File: config.mk
export PLATFORM = sky130hd
export DESIGN_NAME = expr_recognizer
export DESIGN_NICKNAME = d
export VERILOG_FILES = /design/src/rtl/expr_recognizer.sv
export SDC_FILE = /design/constraint.sdc
export NUM_CORES = 1
export LEC_CHECK = 0
export CORE_MARGIN = 5
export CORE_UTILIZATION = 45
export CTS_BUF_LIST = sky130_fd_sc_hd__clkbuf_8
export DETAILED_ROUTE_END_ITERATION = 8
export DONT_BUFFER_PORTS = 1
export PLACE_DENSITY = 0.6
export SLEW_MARGIN = 20
export SYNTH_ARGS = -nofsm -noshare
export SYNTH_HDL_FRONTEND = slang
export SYNTH_SLANG_ARGS = --single-unit
File: constraint.sdc
create_clock -name clk -period 3.5 [get_ports clk]
set_input_delay 0.7 -clock clk [delete_from_list [all_inputs] [get_ports clk]]
set_output_delay 0.7 -clock clk [all_outputs]
set_load 0.02 [all_outputs]
File: src/rtl/expr_recognizer.sv
// Streaming ASCII arithmetic-expression recognizer: multi-digit literals,
// configurable operators and bounded parenthesis nesting, with a sticky error code.
module expr_recognizer #(
  parameter int unsigned MAX_DIGITS = 4,
  parameter int unsigned MAX_DEPTH  = 3,
  parameter logic [3:0]  OP_MASK    = 4'b0101
) (
  input  logic       clk,
  input  logic       clr,
  input  logic [7:0] in,
  input  logic       in_valid,
  output logic       out,
  output logic       fail,
  output logic [1:0] err_code,
  output logic [3:0] depth
);

  localparam int unsigned CW = 4;
  localparam logic [CW-1:0] DIG_MAX = CW'(MAX_DIGITS);
  localparam logic [CW-1:0] DEP_MAX = CW'(MAX_DEPTH);

  localparam logic [1:0] ERR_NONE   = 2'b00;
  localparam logic [1:0] ERR_SYNTAX = 2'b01;
  localparam logic [1:0] ERR_LONG   = 2'b10;
  localparam logic [1:0] ERR_DEPTH  = 2'b11;

  localparam logic [7:0] CH_ZERO  = 8'h30;
  localparam logic [7:0] CH_NINE  = 8'h39;
  localparam logic [7:0] CH_PLUS  = 8'h2B;
  localparam logic [7:0] CH_MINUS = 8'h2D;
  localparam logic [7:0] CH_STAR  = 8'h2A;
  localparam logic [7:0] CH_SLASH = 8'h2F;
  localparam logic [7:0] CH_OPEN  = 8'h28;
  localparam logic [7:0] CH_CLOSE = 8'h29;

  typedef enum logic [1:0] {
    EXPECT_OPERAND,
    IN_NUMBER,
    AFTER_CLOSE,
    FAILED
  } state_t;

  state_t          state, state_n;
  logic [CW-1:0]   dcnt, dcnt_n;
  logic [CW-1:0]   depth_n;
  logic [1:0]      err_n;
  logic            fail_n;
  logic            out_n;

  logic            is_digit_c;
  logic            is_op_c;
  logic            is_open_c;
  logic            is_close_c;

  // Character classification; a disabled operator falls into "other".
  always_comb begin
    is_digit_c = (in >= CH_ZERO) && (in <= CH_NINE);
    is_op_c    = ((in == CH_PLUS)  && OP_MASK[0]) ||
                 ((in == CH_MINUS) && OP_MASK[1]) ||
                 ((in == CH_STAR)  && OP_MASK[2]) ||
                 ((in == CH_SLASH) && OP_MASK[3]);
    is_open_c  = (in == CH_OPEN);
    is_close_c = (in == CH_CLOSE);
  end

  // State register; every output only moves on a qualified character.
  always_ff @(posedge clk or posedge clr) begin
    if (clr) begin
      state    <= EXPECT_OPERAND;
      dcnt     <= '0;
      depth    <= '0;
      err_code <= ERR_NONE;
      fail     <= 1'b0;
      out      <= 1'b0;
    end else if (in_valid) begin
      state    <= state_n;
      dcnt     <= dcnt_n;
      depth    <= depth_n;
      err_code <= err_n;
      fail     <= fail_n;
      out      <= out_n;
    end
  end

  // Next-state logic; FAILED is absorbing so err_code is written only once.
  always_comb begin
    state_n = state;
    dcnt_n  = dcnt;
    depth_n = depth;
    err_n   = err_code;
    fail_n  = fail;

    case (state)
      EXPECT_OPERAND: begin
        if (is_digit_c) begin
          state_n = IN_NUMBER;
          dcnt_n  = CW'(1);
        end else if (is_open_c) begin
          if (depth < DEP_MAX) begin
            depth_n = depth + CW'(1);
          end else begin
            state_n = FAILED;
            fail_n  = 1'b1;
            err_n   = ERR_DEPTH;
          end
        end else begin
          state_n = FAILED;
          fail_n  = 1'b1;
          err_n   = ERR_SYNTAX;
        end
      end

      IN_NUMBER: begin
        if (is_digit_c) begin
          if (dcnt < DIG_MAX) begin
            dcnt_n = dcnt + CW'(1);
          end else begin
            state_n = FAILED;
            fail_n  = 1'b1;
            err_n   = ERR_LONG;
          end
        end else if (is_op_c) begin
          state_n = EXPECT_OPERAND;
          dcnt_n  = '0;
        end else if (is_close_c && (depth != '0)) begin
          state_n = AFTER_CLOSE;
          depth_n = depth - CW'(1);
          dcnt_n  = '0;
        end else begin
          state_n = FAILED;
          fail_n  = 1'b1;
          err_n   = ERR_SYNTAX;
        end
      end

      AFTER_CLOSE: begin
        if (is_op_c) begin
          state_n = EXPECT_OPERAND;
        end else if (is_close_c && (depth != '0)) begin
          depth_n = depth - CW'(1);
        end else begin
          state_n = FAILED;
          fail_n  = 1'b1;
          err_n   = ERR_SYNTAX;
        end
      end

      default: ;
    endcase

    out_n = ((state_n == IN_NUMBER) || (state_n == AFTER_CLOSE)) && (depth_n == '0);
  end

endmodule

# Word level (Yosys, flattened, before mapping)
# Index checks and enable logic that the tools add are counted.
# totals
word_cells	78
out_inout_bits	8
register_bits	14
in_bits	11
# op_classes
n_lt_le_gt_ge	4
n_addsub	3
eq_ne	14
n_reduce_logical	12
mux	39
# ops
op	n
4-bit two-way mux	11
8-bit by 6-bit equality test with 1-bit output, second input constant	4
2-bit two-way mux	15
2-bit one-hot mux with 3 select lines	2
4-bit one-hot mux with 3 select lines	1
5-bit AND reduction	2
3-bit inequality test, second input constant	3
4-bit by 1-bit adder with 4-bit output, second input constant	2
8-bit by 6-bit greater-or-equal comparator with 1-bit output, second input constant	1
8-bit by 6-bit <= comparator with 1-bit output, second input constant	1
1-bit two-way mux	8
4-bit one-hot mux with 2 select lines	1
2-bit by 1-bit equality test with 1-bit output, second input constant	2
2-bit equality test, second input constant	2
4-bit logical NOT	1
4-bit by 2-bit < comparator with 1-bit output, second input constant	1
4-bit by 3-bit < comparator with 1-bit output, second input constant	1
2-bit inequality test, second input constant	2
4-bit inequality test, second input constant	1
4-bit nonzero test	1
4-bit by 1-bit subtractor with 4-bit output, second input constant	1
1-bit logical AND	3
1-bit one-hot mux with 3 select lines	1
3-bit nonzero test	1
3 further kinds	4

# Depth between registers and ports, before layout
# Gate-level depths: netlist (run 1).
# logic_depth
ltp_word	9
mapped_depth	10
depth_no_buf	9

# Least setup slack after synthesis (run 1)
# OpenSTA, ideal clock, no wires.
# synth_timing
path_kind	reg2reg
start	register depth[0]
end	register dcnt[0]
t_arrival_ps	2287
setup_slack_ps	1085
path_buffers	0
stages_incl_launch_ff	9
t_required_ps	3372
setup_ps	128
synth_period_minus_slack_ps	2415
cell_sequence	dfrtp_1 inv_1 ha_1 or3b_2 a21oi_1 or2_4 o311a_4 nor3b_4 mux2_1
# synth_between
elab_chain_cells	4
# synth_rtl
element	line_no	rtl
start: declaration	15	output logic [3:0] depth
start signal: assignment	78	depth <= depth_n;
4-bit nonzero test	125	end else if (is_close_c && (depth != '0)) begin
1-bit logical AND	125	
4-bit inequality test (no line)	-	
5-bit AND reduction (no line)	-	
end signal: assignment	77	dcnt <= dcnt_n;
end: declaration	44	logic [CW-1:0] dcnt, dcnt_n;
# No other way between the ends.
# A chain may end at the register's enable or synchronous reset.

# Worst setup path after layout (run 1)
# Ends and elaborated chain as after synthesis.

==> results of run 1 <==
-- worst max-delay path, delay by kind of cell, from the launching register on --
| family | cells | cell delay [ps] |
|---|---|---|
| DFF | 1 | 500 |
| adders and majority gates | 1 | 220 |
| buffers and inverters | 1 | 150 |
| and+or+nand+nor | 3 | 790 |
| muxes | 1 | 350 |
| AOI/OAI and AO/OA | 2 | 440 |
-- logic make-up (layout without fill, tap and decap cells) --
family | after synthesis | in the layout | synth area share (%)
adders and majority gates | 8 | 8 | 8.75
xor gates and xnor gates | 2 | 2 | 1.53
buffers and inverters | 16 | 14 | 5.36
AOI/OAI and AO/OA | 46 | 46 | 27.1
and+or+nand+nor | 46 | 46 | 24.7
muxes | 2 | 2 | 1.86
DFF | 14 | 14 | 30.6
-- worst max path at each step --
stage	cells after the start	slack [ps]	start	to
after floorplan	8	1090	depth[0]	dcnt[0]
final	8	920	depth[0]	dcnt[0]
after global placement	8	980	depth[0]	dcnt[0]
after detailed placement	8	950	depth[0]	dcnt[0]
after CTS	8	930	depth[0]	dcnt[0]
after global routing	8	770	depth[0]	dcnt[0]
-- Yosys cell counts, types with 2 or more instances --
cell      instances
a21oi_1          20
dfrtp_1          14
nor2_1           12
inv_1            11
nand2_1          10
o21ai_0           9
ha_1              8
clkbuf_1          4
nand3_1           3
nor4_1            3
a41oi_1           2
nand2b_1          2
nand4_1           2
nor3b_4           2
o211a_1           2
o211ai_1          2
xnor2_1           2
-- state kept, by name (all words and copies together) (netlist names) --
name      flops
dcnt          4
depth         4
err_code      2
state         2
fail          1
out           1
-- stage by stage --
step	setup WS, ps	utilization [%]
floorplan	1090	-
global placement	982	47.3
detailed placement	946	47.3
CTS	926	49.0
global route	770	49.0
finish	920	49.0
-- routing by layer --
| metal | vias up | track usage (%) |
|---|---|---|
| met1 | 465 | 21.1 |
| met3 | 11 | 3.19 |
| li1 | 487 | - |
| met4 | 0 | 9.60 |
| met5 | - | 0 |
| met2 | 33 | 23.6 |
-- power by group through the flow --
| stage | Combinational (uW) | Sequential [uW] | Clock [uW] |
|---|---|---|---|
| 3_3_place_gp | 471 | 315 | 0 |
| 5_1_grt | 525 | 320 | 146 |
| 4_1_cts | 467 | 312 | 134 |
| 2_1_floorplan | 389 | 293 | 0 |
| 3_5_place_dp | 463 | 315 | 0 |
| 6_report | 468 | 312 | 129 |
-- layout make-up --
type / instances / area share (%)
clock buffer: 3 / 3.43
sequential: 14 / 29.1
inverter: 11 / 3.43
tap: 30 / 3.12
multi-input combinational: 104 / 60.9
==> key figures, run 1 <==
Timing
  – Final setup fails: 0
  – Fmax: 388 MHz
  – Tightest Pin Transition: 515 ps
  – Slew headroom: approximately two thirds
  – Setup TNS: 0 ps
  – Hold Vio Cnt, Final: 0
  – Slew Limit Fails: 0
  – Post-route clock skew: 2.24 ps
  – Fin crit period: 2580 ps
  – Fin crit share: 73.7%
  – Hold_ws: about 370 ps
  – RSZ-0062 raised after global routing: no

Status
  – Outcome: finished, final reports clean

Synthesis
  – Seq/Total Area, Yosys: 30.6%
  – Top_reg_cell synth: dfrtp_1
  – Cell taking the most area after synthesis: dfrtp_1
  – Synth Cell Area: 0.00114 mm2
  – Post-synth EDFFs: 0
  – Warnings from Yosys: 0
  – Asr flop ratio synth: between 90% and 100%
  – #FFs+latches synth: 14
  – Post-synth top area share: 30.6%
  – Syn nets: 153
  – Cell count after synthesis: about 130
  – Top cells by area, synth: dfrtp_1, a21oi_1, ha_1
  – Synth cell types: 43
  – Avg Inst Size Synth: 8.53 um2

Detailed routing
  – DR WL/cell: ~15 um
  – Vias per std cell: 6.15
  – DR vias: 996
  – Wire length on met1: 1.15 mm
  – DR top layer: met4
  – Iter 0 DRT Violations: 27
  – Routed met3 length: 161 um
  – Post-route ant nets: 0
  – DR DRC count: 0
  – TritonRoute pass-1 iters: 6
  – Metal2 WL: between 1 and 1.5 mm
  – Final WL: 2.50 mm

Floorplan
  – Die footprint: 0.00365 mm2
  – Starting Density: between 40% and 50%
  – Die W: between 60 and 70 um
  – Die height: 60.4 um
  – Site Rows: 18
  – Ports: 19
  – CORE AREA: ~0.0025 mm2

CTS
  – Clock Sink Count: 14
  – CTS tree: done
  – CTS Buffer Depth: 2
  – CTS buffer count: 3
  – Post-cts sizing count: 0
  – H-tree depth: 1
  – CTS Root Cell: clkbuf_8
  – CTS clk-pin slew, worst paths: around 50 ps
  – Skew-Pair Late Insertion Delay: 240 ps
  – Post-CTS setup buffer count: 0
  – Cts hold-fix bufs: 0

Final layout
  – Fill cells: 234
  – Fin cells: 162
  – Post-route cell area: 0.00120 mm2
  – Commonest non-fill, non-tap cells in the layout: a21oi_1, dfrtp_1, nor2_1, inv_1, nand2_1
  – Area of the multi-input gates: 732 um2
  – Net count, final: 153
  – Reg area: 350 um2
  – Antenna Diode Count: 0
  – Layout cell share with drive strength beyond 1: 10.6%
  – Most common cell after layout, fill and taps aside: a21oi_1
  – Synth-to-layout area growth: 5.14%

Power and ir drop
  – P_int: 488 uW
  – Sw Pwr: 420 uW
  – Comb power frac: 51.5%
  – Max VDD drop: 0.532 mV
  – Pleak: 0.000478 uW
  – Switching fraction of total power: 46.3%
  – PD cells: 755 mW/mm2
  – Flop pwr share: 34.3%
  – Power Total: between 900 and 1000 uW
  – Clock share of power: between 10 and 15%

Worst hold path
  – Hold Path Class: input port to asynchronous set/reset pin

GRT
  – Vias in the first global route: 1016
  – Largest net degree at the start of global routing: 15
  – First-pass GRT wire length: roughly 4.4 mm
  – Global-route usage over all layers: 15.8%
  – Antenna violations before repair: 0
  – Grt total ovfl: 0

Placed design
  – GP Congestion: 0.874
  – Port Buffers: 0
  – Area post-placement: 0.00116 mm2
  – Placed Cells: 159
  – DPL Wire Length: between 2 and 2.5 mm

Setup path
  – Slowest stage cell on the critical path: dfrtp_1
  – CP arrival: 2710 ps
  – Worst r2r src: depth[0]
  – CP Max Fanout: 7
  – CP Cell Sequence: inv_1 > ha_1 > or3b_2 > a21oi_1 > or2_4 > o311a_4 > nor3b_4 > mux2_1
  – Reg-to-reg endpoint: dcnt[0]
  – Crit start category: register
  – Critical path required time: 3630 ps
  – Kind of critical path: register to register
  – R2R cell count: 8
  – Flop-to-flop setup slack: 920 ps
  – Largest stage delay on the critical path: 500 ps
  – Critical Path Sink Type: register

Flow run
  – Max capacitance violation total: 0
(Power assumes the default switching activity.)
==> run 2: changes to the inputs <==
==> constraint.sdc (replaced) <==
create_clock -name clk -period 2.4 [get_ports clk]
set_input_delay 0.48 -clock clk [delete_from_list [all_inputs] [get_ports clk]]
set_output_delay 0.48 -clock clk [all_outputs]
set_load 0.02 [all_outputs]
==> run 2 against run 1 <==
Sequential power rose by 38%. Sequential share of layout area is 2.9 points lower. Register-to-register slack worse by 820 ps. Design area rose by 11%. Combinational power increased by 81%. Power increased by 67%. Highest routed layer unchanged. Clock-buffer cell count increased by 1. Via count rose by 14%. Die area stayed put. First-iteration DRC count grew 19%. Worst setup slack got worse by 820 ps. Global-route usage is 2.7 points higher.
==> key figures, run 2 (synthesized netlist as in run 1, its figures left out) <==
Timing
  – Hold Vio Cnt, Final: 0 (unchanged)
  – Slew headroom: 63.8% (was 65.6%)
  – Setup WS post-layout: 104 ps (was 920 ps)
  – Tightest Pin Transition: 543 ps (was 515 ps)
  – Fmax: 436 MHz (was 388 MHz)
  – Final setup fails: 0 (unchanged)
  – Fin crit share: 95.7% (was 73.7%)
  – Slew Limit Fails: 0 (unchanged)
  – Fin crit period: 2300 ps (was 2580 ps)
  – Post-route clock skew: 4.92 ps (was 2.24 ps)

GRT
  – First-pass GRT wire length: 5.07 mm (was 4.39 mm)
  – Largest net degree at the start of global routing: 15 (unchanged)
  – Vias in the first global route: 1127 (was 1016)
  – Grt total ovfl: 0 (unchanged)
  – Global-route usage over all layers: 18.5% (was 15.8%)
  – Antenna violations before repair: 0 (unchanged)

Detailed routing
  – Iter 0 DRT Violations: 32 (was 27)
  – DR vias: 1134 (was 996)
  – Final WL: 3.15 mm (was 2.50 mm)
  – Post-route ant nets: 0 (unchanged)
  – Vias per std cell: 6.44 (was 6.15)
  – DR DRC count: 0 (unchanged)
  – DR WL/cell: 17.9 um (was 15.4 um)
  – TritonRoute pass-1 iters: 4 (was 6)

Setup path
  – Critical Path Sink Type: register (unchanged)
  – Kind of critical path: register to register (unchanged)
  – Flop-to-flop setup slack: 100 ps (was 920 ps)
  – CP arrival: 2430 ps (was 2710 ps)
  – Worst r2r src: depth[0] (unchanged)
  – Critical path required time: 2540 ps (was 3630 ps)
  – Reg-to-reg endpoint: dcnt[0] (unchanged)
  – Crit start category: register (unchanged)
  – CP Max Fanout: 7 (unchanged)
  – R2R cell count: 8 (unchanged)

Floorplan
  – CORE AREA: 0.00245 mm2 (unchanged)
  – Starting Density: 46.6% (unchanged)
  – Die W: 60.4 um (unchanged)
  – Site Rows: 18 (unchanged)
  – Die footprint: 0.00365 mm2 (unchanged)
  – Die height: 60.4 um (unchanged)
  – Ports: 19 (unchanged)

CTS
  – H-tree depth: 1 (unchanged)
  – Clock Sink Count: 14 (unchanged)
  – Cts hold-fix bufs: 0 (unchanged)
  – CTS buffer count: 3 (unchanged)
  – Skew-Pair Late Insertion Delay: 260 ps (was 240 ps)
  – CTS clk-pin slew, worst paths: 70 ps (was 50 ps)
  – CTS Buffer Depth: 2 (unchanged)
  – CTS Root Cell: clkbuf_8 (unchanged)
  – CTS tree: done (unchanged)

Placed design
  – DPL Wire Length: 2.33 mm (was 2.04 mm)
  – Area post-placement: 0.00122 mm2 (was 0.00116 mm2)
  – GP Congestion: 0.904 (was 0.874)
  – Port Buffers: 0 (unchanged)
  – Pre-CTS WS: 16.4 ps (was 946 ps)

Final layout
  – Antenna Diode Count: 0 (unchanged)
  – Commonest non-fill, non-tap cells in the layout: a21oi_1, dfrtp_1, buf_4, nor2_1, inv_1 (was a21oi_1, dfrtp_1, nor2_1, inv_1, nand2_1)
  – Post-route cell area: 0.00134 mm2 (was 0.00120 mm2)
  – Net count, final: 166 (was 153)
  – Largest regs: dcnt (4), depth (4) (unchanged)
  – Most common cell after layout, fill and taps aside: a21oi_1 (unchanged)
  – Synth-to-layout area growth: 17.1% (was 5.14%)
  – Layout cell share with drive strength beyond 1: 22.6% (was 10.6%)

Worst hold path
  – Hold Path Class: input port to asynchronous set/reset pin (unchanged)

Power and ir drop
  – PD cells: 1140 mW/mm2 (was 755 mW/mm2)
  – Max VDD drop: 0.541 mV (was 0.532 mV)
  – Pleak: 0.000548 uW (was 0.000478 uW)

Flow run
  – Max capacitance violation total: 0 (unchanged)

Status
  – Outcome: finished, final reports clean (unchanged)
-- run 2: cell count changes in the layout (fill, tap and decap cells not counted), sizes merged --
cell    before  now
buf          0   13
clkbuf       3    4
-- run 2: report_power, final --
part	switching, uW	leakage, uW	internal, uW
combinational	477	0.000348	372
sequential	120	0.000172	310
clock	95.8	0.0000288	146
-- run 2: metrics by stage --
stage                     setup TNS, ps  cells  util, %  hold slack (ps)  power [uW]
after floorplan                       0    134        -              369         995
after global placement                0    167     49.8              439        1200
after global routing              -84.0    176     54.5              221        1630
after CTS                             0    171     52.0              183        1460
final                                 0    176     54.5              151        1520
after detailed placement              0    167     49.8              455        1220
-- run 2: critical path, stage by stage, from the launching register on --
cell and delay (ps):
dfrtp_2 350, inv_1 60, ha_1 180, or3b_4 240, a21oi_2 60, or2_4 250
o311a_4 370, nor3b_4 320, mux2_1 350
-- run 2: layer usage --
metal	wire (um)	up-vias	share of wire, %	track usage [%]
met5	0	-	0	0
met4	74	0	2.3	8.67
met3	233	10	7.4	2.77
met2	1550	48	49	29.5
met1	1290	556	41	24.8
li1	-	520	-	-
-- run 2: what timing repair did --
action	in CTS	in global routing
resized for setup	0	6
buffers inserted	0	5
setup endpoints to repair	0	1
-- run 2: worst max-delay path by stage --
stage	startpoint	endpoint	slack [ps]	cells after the start
CTS	depth[0]	out	10	9
floorplan	depth[1]	dcnt[0]	30	8
finish	depth[0]	dcnt[0]	100	8
global route	depth[0]	out	-80	10
detailed placement	in[1]	out	20	7
global placement	in[1]	out	40	7
-- run 2: final cells by class --
| cell class | instances | area, um2 |
|---|---|---|
| fill | 218 | 1120 |
| multi-input combinational | 104 | 756 |
| sequential | 14 | 352 |
| timing repair buffer | 13 | 97.6 |
| clock buffer | 4 | 55.1 |
| inverter | 11 | 41.3 |
| tap | 30 | 37.5 |
==> run 3: changes to the inputs <==
--- a/config.mk
+++ b/config.mk
@@ -11,6 +11,7 @@
 export DETAILED_ROUTE_END_ITERATION = 8
 export DONT_BUFFER_PORTS = 1
 export PLACE_DENSITY = 0.6
+export SETUP_SLACK_MARGIN = 0.05
 export SLEW_MARGIN = 20
 export SYNTH_ARGS = -nofsm -noshare
 export SYNTH_HDL_FRONTEND = slang
==> run 3 against run 2 <==
Wire length down 9.1%. Sequential cell count unchanged. Clock-buffer cell count unchanged. Cell count unchanged. Clock power about the same. Clock skew about the same. Die area unchanged. Via count down 7.1%. Global-route usage down 1.3 points. First-iteration DRC count up 63%. Sequential power down 2%. Critical path type unchanged. Critical endpoint is now out. Largest cell class unchanged. Largest power group unchanged.
==> key figures, run 3 (synthesized netlist as in run 1, its figures left out) <==
Status
  – Outcome: finished, final reports clean (unchanged)

Timing
  – Slew Limit Fails: 0 (unchanged)
  – Slew headroom: 61.8% (was 63.8%)
  – Fin crit share: 93.3% (was 95.7%)
  – Final setup fails: 0 (unchanged)
  – Fin crit period: 2240 ps (was 2300 ps)
  – Tightest Pin Transition: 573 ps (was 543 ps)
  – RSZ-0062 raised after global routing: no
  – Setup TNS: 0 ps (unchanged)
  – Post-route clock skew: 4.81 ps (was 4.92 ps)
  – Hold Vio Cnt, Final: 0 (unchanged)
  – Fmax: 447 MHz (was 436 MHz)
  – Hold_ws: 164 ps (was 151 ps)

Floorplan
  – Starting Density: 46.6% (unchanged)
  – Die height: 60.4 um (unchanged)
  – Die W: 60.4 um (unchanged)
  – Ports: 19 (unchanged)
  – Die footprint: 0.00365 mm2 (unchanged)
  – CORE AREA: 0.00245 mm2 (unchanged)
  – Site Rows: 18 (unchanged)

Setup path
  – Critical path required time: 2550 ps (was 2540 ps)
  – Crit start category: register (unchanged)
  – Critical Path Sink Type: register (unchanged)
  – Kind of critical path: register to register (unchanged)
  – CP Max Fanout: 6 (was 7)
  – CP arrival: 2390 ps (was 2430 ps)

Detailed routing
  – Final WL: 2.86 mm (was 3.15 mm)
  – Vias per std cell: 5.99 (was 6.44)
  – Post-route ant nets: 0 (unchanged)
  – TritonRoute pass-1 iters: 4 (unchanged)
  – Iter 0 DRT Violations: 52 (was 32)
  – DR WL/cell: 16.3 um (was 17.9 um)
  – DR vias: 1054 (was 1134)
  – DR DRC count: 0 (unchanged)

Flow run
  – Max capacitance violation total: 0 (unchanged)

Placed design
  – Port Buffers: 0 (unchanged)
  – Placed Cells: 168 (was 167)
  – DPL Wire Length: 2.19 mm (was 2.33 mm)
  – Area post-placement: 0.00123 mm2 (was 0.00122 mm2)
  – GP Congestion: 0.876 (was 0.904)

CTS
  – CTS tree: done (unchanged)
  – CTS buffer count: 3 (unchanged)
  – Skew-Pair Late Insertion Delay: 250 ps (was 260 ps)
  – CTS Buffer Depth: 2 (unchanged)
  – CTS clk-pin slew, worst paths: 70 ps (about the same)
  – Cts hold-fix bufs: 0 (unchanged)
  – Clock Sink Count: 14 (unchanged)
  – H-tree depth: 1 (unchanged)
  – CTS Root Cell: clkbuf_8 (unchanged)

Final layout
  – Fin cells: 176 (unchanged)
  – Commonest non-fill, non-tap cells in the layout: a21oi_1, buf_4, nor2_1, dfrtp_1, inv_1 (was a21oi_1, dfrtp_1, buf_4, nor2_1, inv_1)
  – Synth-to-layout area growth: 17.7% (was 17.1%)
  – Net count, final: 166 (unchanged)
  – Fill cells: 222 (was 218)
  – Post-route cell area: 0.00135 mm2 (was 0.00134 mm2)
  – Antenna Diode Count: 0 (unchanged)
  – Most common cell after layout, fill and taps aside: a21oi_1 (unchanged)
  – Largest regs: dcnt (4), depth (4) (unchanged)
  – Layout cell share with drive strength beyond 1: 24.7% (was 22.6%)
  – Util after Layout: 54.8% (was 54.5%)

GRT
  – Vias in the first global route: 1002 (was 1127)
  – Antenna violations before repair: 0 (unchanged)
  – Grt total ovfl: 0 (unchanged)
  – Global-route usage over all layers: 17.2% (was 18.5%)
  – First-pass GRT wire length: 4.65 mm (was 5.07 mm)
  – Largest net degree at the start of global routing: 15 (unchanged)

Power and ir drop
  – Max VDD drop: 0.630 mV (was 0.541 mV)
  – Pleak: 0.000546 uW (was 0.000548 uW)
  – PD cells: 1120 mW/mm2 (was 1140 mW/mm2)

Worst hold path
  – Hold Path Class: input port to asynchronous set/reset pin (unchanged)
## run 3: per-stage QoR
stage	total power, uW	setup slack [ps]
2_1_floorplan	995	74.1
3_3_place_gp	1200	74.8
3_5_place_dp	1210	5.23
4_1_cts	1460	77.2
5_1_grt	1610	36.2
6_report	1500	161
## run 3: routing by layer
metal	track usage (%)	up-vias	wire [um]	part of all wire, %
met5	0	-	0	0
met4	6.50	0	45	1.6
met3	2.55	6	190	6.6
met2	25.6	30	1320	46
li1	-	514	-	-
met1	25.1	504	1310	46
## run 3: worst paths after layout
kind	startpoint	cells past startpoint	slack, ps	end
max in group asynchronous	clr	1	1830	depth[1]
min in group clk	in_valid	1	300	depth[3]
min	clr	1	160	out
min reg2reg	dcnt[3]	2	540	dcnt[3]
max	depth[0]	9	160	out
max reg2reg	depth[0]	9	160	out
## run 3: cell type report
type | instances | area (um2) | share of cell area, %
flip-flops and latches | 14 | 353 | 26.2
clock buffers | 4 | 55.1 | 4.09
well taps | 30 | 37.5 | 2.79
multi-input cells | 104 | 762 | 56.6
repair buffers | 13 | 97.6 | 7.25
inverters | 11 | 41.3 | 3.07
## run 3: repair_timing
| item | CTS | global route |
|---|---|---|
| pin swaps | 1 | 3 |
| setup endpoints to repair | 1 | 2 |
| resized for setup | 1 | 5 |
| setup buffers | 2 | 2 |
## run 3: critical path, stage by stage, from the launching register on
cell and delay [ps]:
dfrtp_2 400, inv_1 80, ha_1 140, or3b_2 490, nand4_1 190, or2_2 180, nor4b_1 50, a21oi_1 170
nand2_1 110, o41ai_2 320
## run 3: where the power goes
part | internal (uW) | leakage [uW] | switching (uW)
clock network | 146 | 0.0000288 | 95.3
registers | 310 | 0.000170 | 112
logic | 371 | 0.000346 | 467
total | 827 | 0.000546 | 675
==> RTL change 1 (settings of run 2) <==
The 4 states of `state_t` get a Gray code encoding in 2 bits.
--- a/src/rtl/expr_recognizer.sv
+++ b/src/rtl/expr_recognizer.sv
@@ -35,8 +35,8 @@
 
   typedef enum logic [1:0] {
-    EXPECT_OPERAND,
-    IN_NUMBER,
-    AFTER_CLOSE,
-    FAILED
+    EXPECT_OPERAND = 2'b00,
+    IN_NUMBER      = 2'b01,
+    AFTER_CLOSE    = 2'b11,
+    FAILED         = 2'b10
   } state_t;
 
Formal check against the unedited RTL: same outputs for any inputs over 10 cycles, from zero or initial values; not proved beyond that.
==> RTL change 1 against run 2 <==
Utilization shrank 2.8 points; count of clock-buffer cells in the layout is the same; sequential cell count is the same; clock skew shrank 0.0013 ns; fmax grew 6.1%; final cell count shrank 15%; setup slack gained 0.13 ns; critical path depth shrank 1; wire length shrank 16%; final area shrank 14%; via count shrank 14%; first-iteration DRC count grew 31%; synthesized area shrank 6.6%.
Power is not compared: it rests on default switching activity, and its combinational part moved more than twofold at a synthesized area within 25%.
==> RTL change 1: results (changes against run 2) <==
layout:
  final_cells: 150  # -15%
  drive_above_1_share: 0.148  # -0.0785
  largest_registers: "dcnt: 4 flops, depth: 4 flops, err_code: 2 flops"
synthesis:
  synth_fp_nets: 136  # -11%
  ys_seq_area_frac: 0.328  # +0.0215
  ys_top_cells_by_area: "dfrtp_1 33%, ha_1 4.7%, nand2_1 3.5%"
  synth_fa_ha_area_frac: 0.0468  # -0.0407
  synth_mux_area_frac: 0.0211  # +0.00248
  yosysUniqueCellTypes: 46  # +7.0%
  yosys.area_share.xor_xnor: 0.0164  # +0.00108
  netlist_instances: 121  # -9.7%
  synthTopCellsByCount: "14 x dfrtp_1, 10 x nand2_1, 10 x nor2_1"
route:
  drt_iter0_drc: 42  # +31%
  vias: 976  # -14%
  drtPass1Iterations: 5  # +1
  wl_per_cell_microns: 17.6  # -1.8%
sta:
  worst_slew_pin_slew_ns: 0.539  # -0.00363 ns
  fin_skew_ns: 0.00359  # -0.00133 ns
global_route:
  grt_pass1_wl_mm: 4.53  # -11%
  grtUsageMet2: 0.267  # -0.0282
  grt_usage: 0.170  # -0.0153
  grt_pass1_vias: 949  # -16%
  grt_max_degree: 18  # +3
  use_met1: 0.217  # -0.0305
  met3_usage: 0.0614  # +0.0337
placement:
  dpl.hpwl_mm: 1.99  # -14%
  gp_congestion: 0.878  # -2.9%
  dpl_cell_area_sq_mm: 0.00110  # -10%
  post-place-ws_ns: 0.279  # +0.262 ns
worst_setup_path:
  cpPeakStageDelay_ns: 0.51  # +0.14 ns
  arrival_ns: 2.29  # -0.14 ns
  slowest_stage: "dfrtp_1"
run_status:
  status: "complete, no violations"
clock_network:
  ctsHtreeMaxLevel: 1  # unchanged
RTL change 1: cell types whose count changed in the layout (fill, tap and decap cells not counted), sizes merged, moves of 4 or more:
cell | before | now
nor3 | 1 | 7
inv | 11 | 7
ha | 8 | 4
a21oi | 20 | 7
buf | 13 | 2
RTL change 1: layout make-up:
type	count	area, sq um
clock buffers	4	55.1
fillers	204	1080
inverters	7	26.3
flip-flops and latches	14	350
repair buffers	2	15.0
well taps	28	35.0
multi-input cells	95	673
RTL change 1: final timing paths:
| path | startpoint | to | slack [ns] | cells after the start |
|---|---|---|---|---|
| setup / recovery | depth[1]$_DFFE_PP0P_ | dcnt[1]$_DFFE_PP0P_ | 0.24 | 7 |
| hold / removal | clr | out$_DFFE_PP0P_ | 0.16 | 1 |
| setup reg to reg | depth[1]$_DFFE_PP0P_ | dcnt[1]$_DFFE_PP0P_ | 0.24 | 7 |
| hold reg to reg | dcnt[1]$_DFFE_PP0P_ | dcnt[1]$_DFFE_PP0P_ | 0.53 | 1 |
| max in group asynchronous | clr | asynchronous set/reset pin | 1.88 | 1 |
| min in group clk | in_valid | depth[3]$_DFFE_PP0P_ | 0.39 | 2 |
RTL change 1: metrics by stage:
step	power (mW)	hold slack, ns
finish	0.503	0.158
global route	0.523	0.212
CTS	0.509	0.176
detailed placement	0.274	0.448
global placement	0.273	0.440
floorplan	0.269	0.369
RTL change 1: power by group:
part           internal, mW  switching, mW
combinational       0.00954         0.0179
clock                 0.145         0.0886
sequential            0.238        0.00387
RTL change 1: metal layers:
| metal | wire, microns | vias to the layer above |
|---|---|---|
| met5 | 0 | - |
| met4 | 38 | 0 |
| met3 | 267 | 6 |
| met2 | 1210 | 42 |
| met1 | 1120 | 472 |
| li1 | - | 456 |
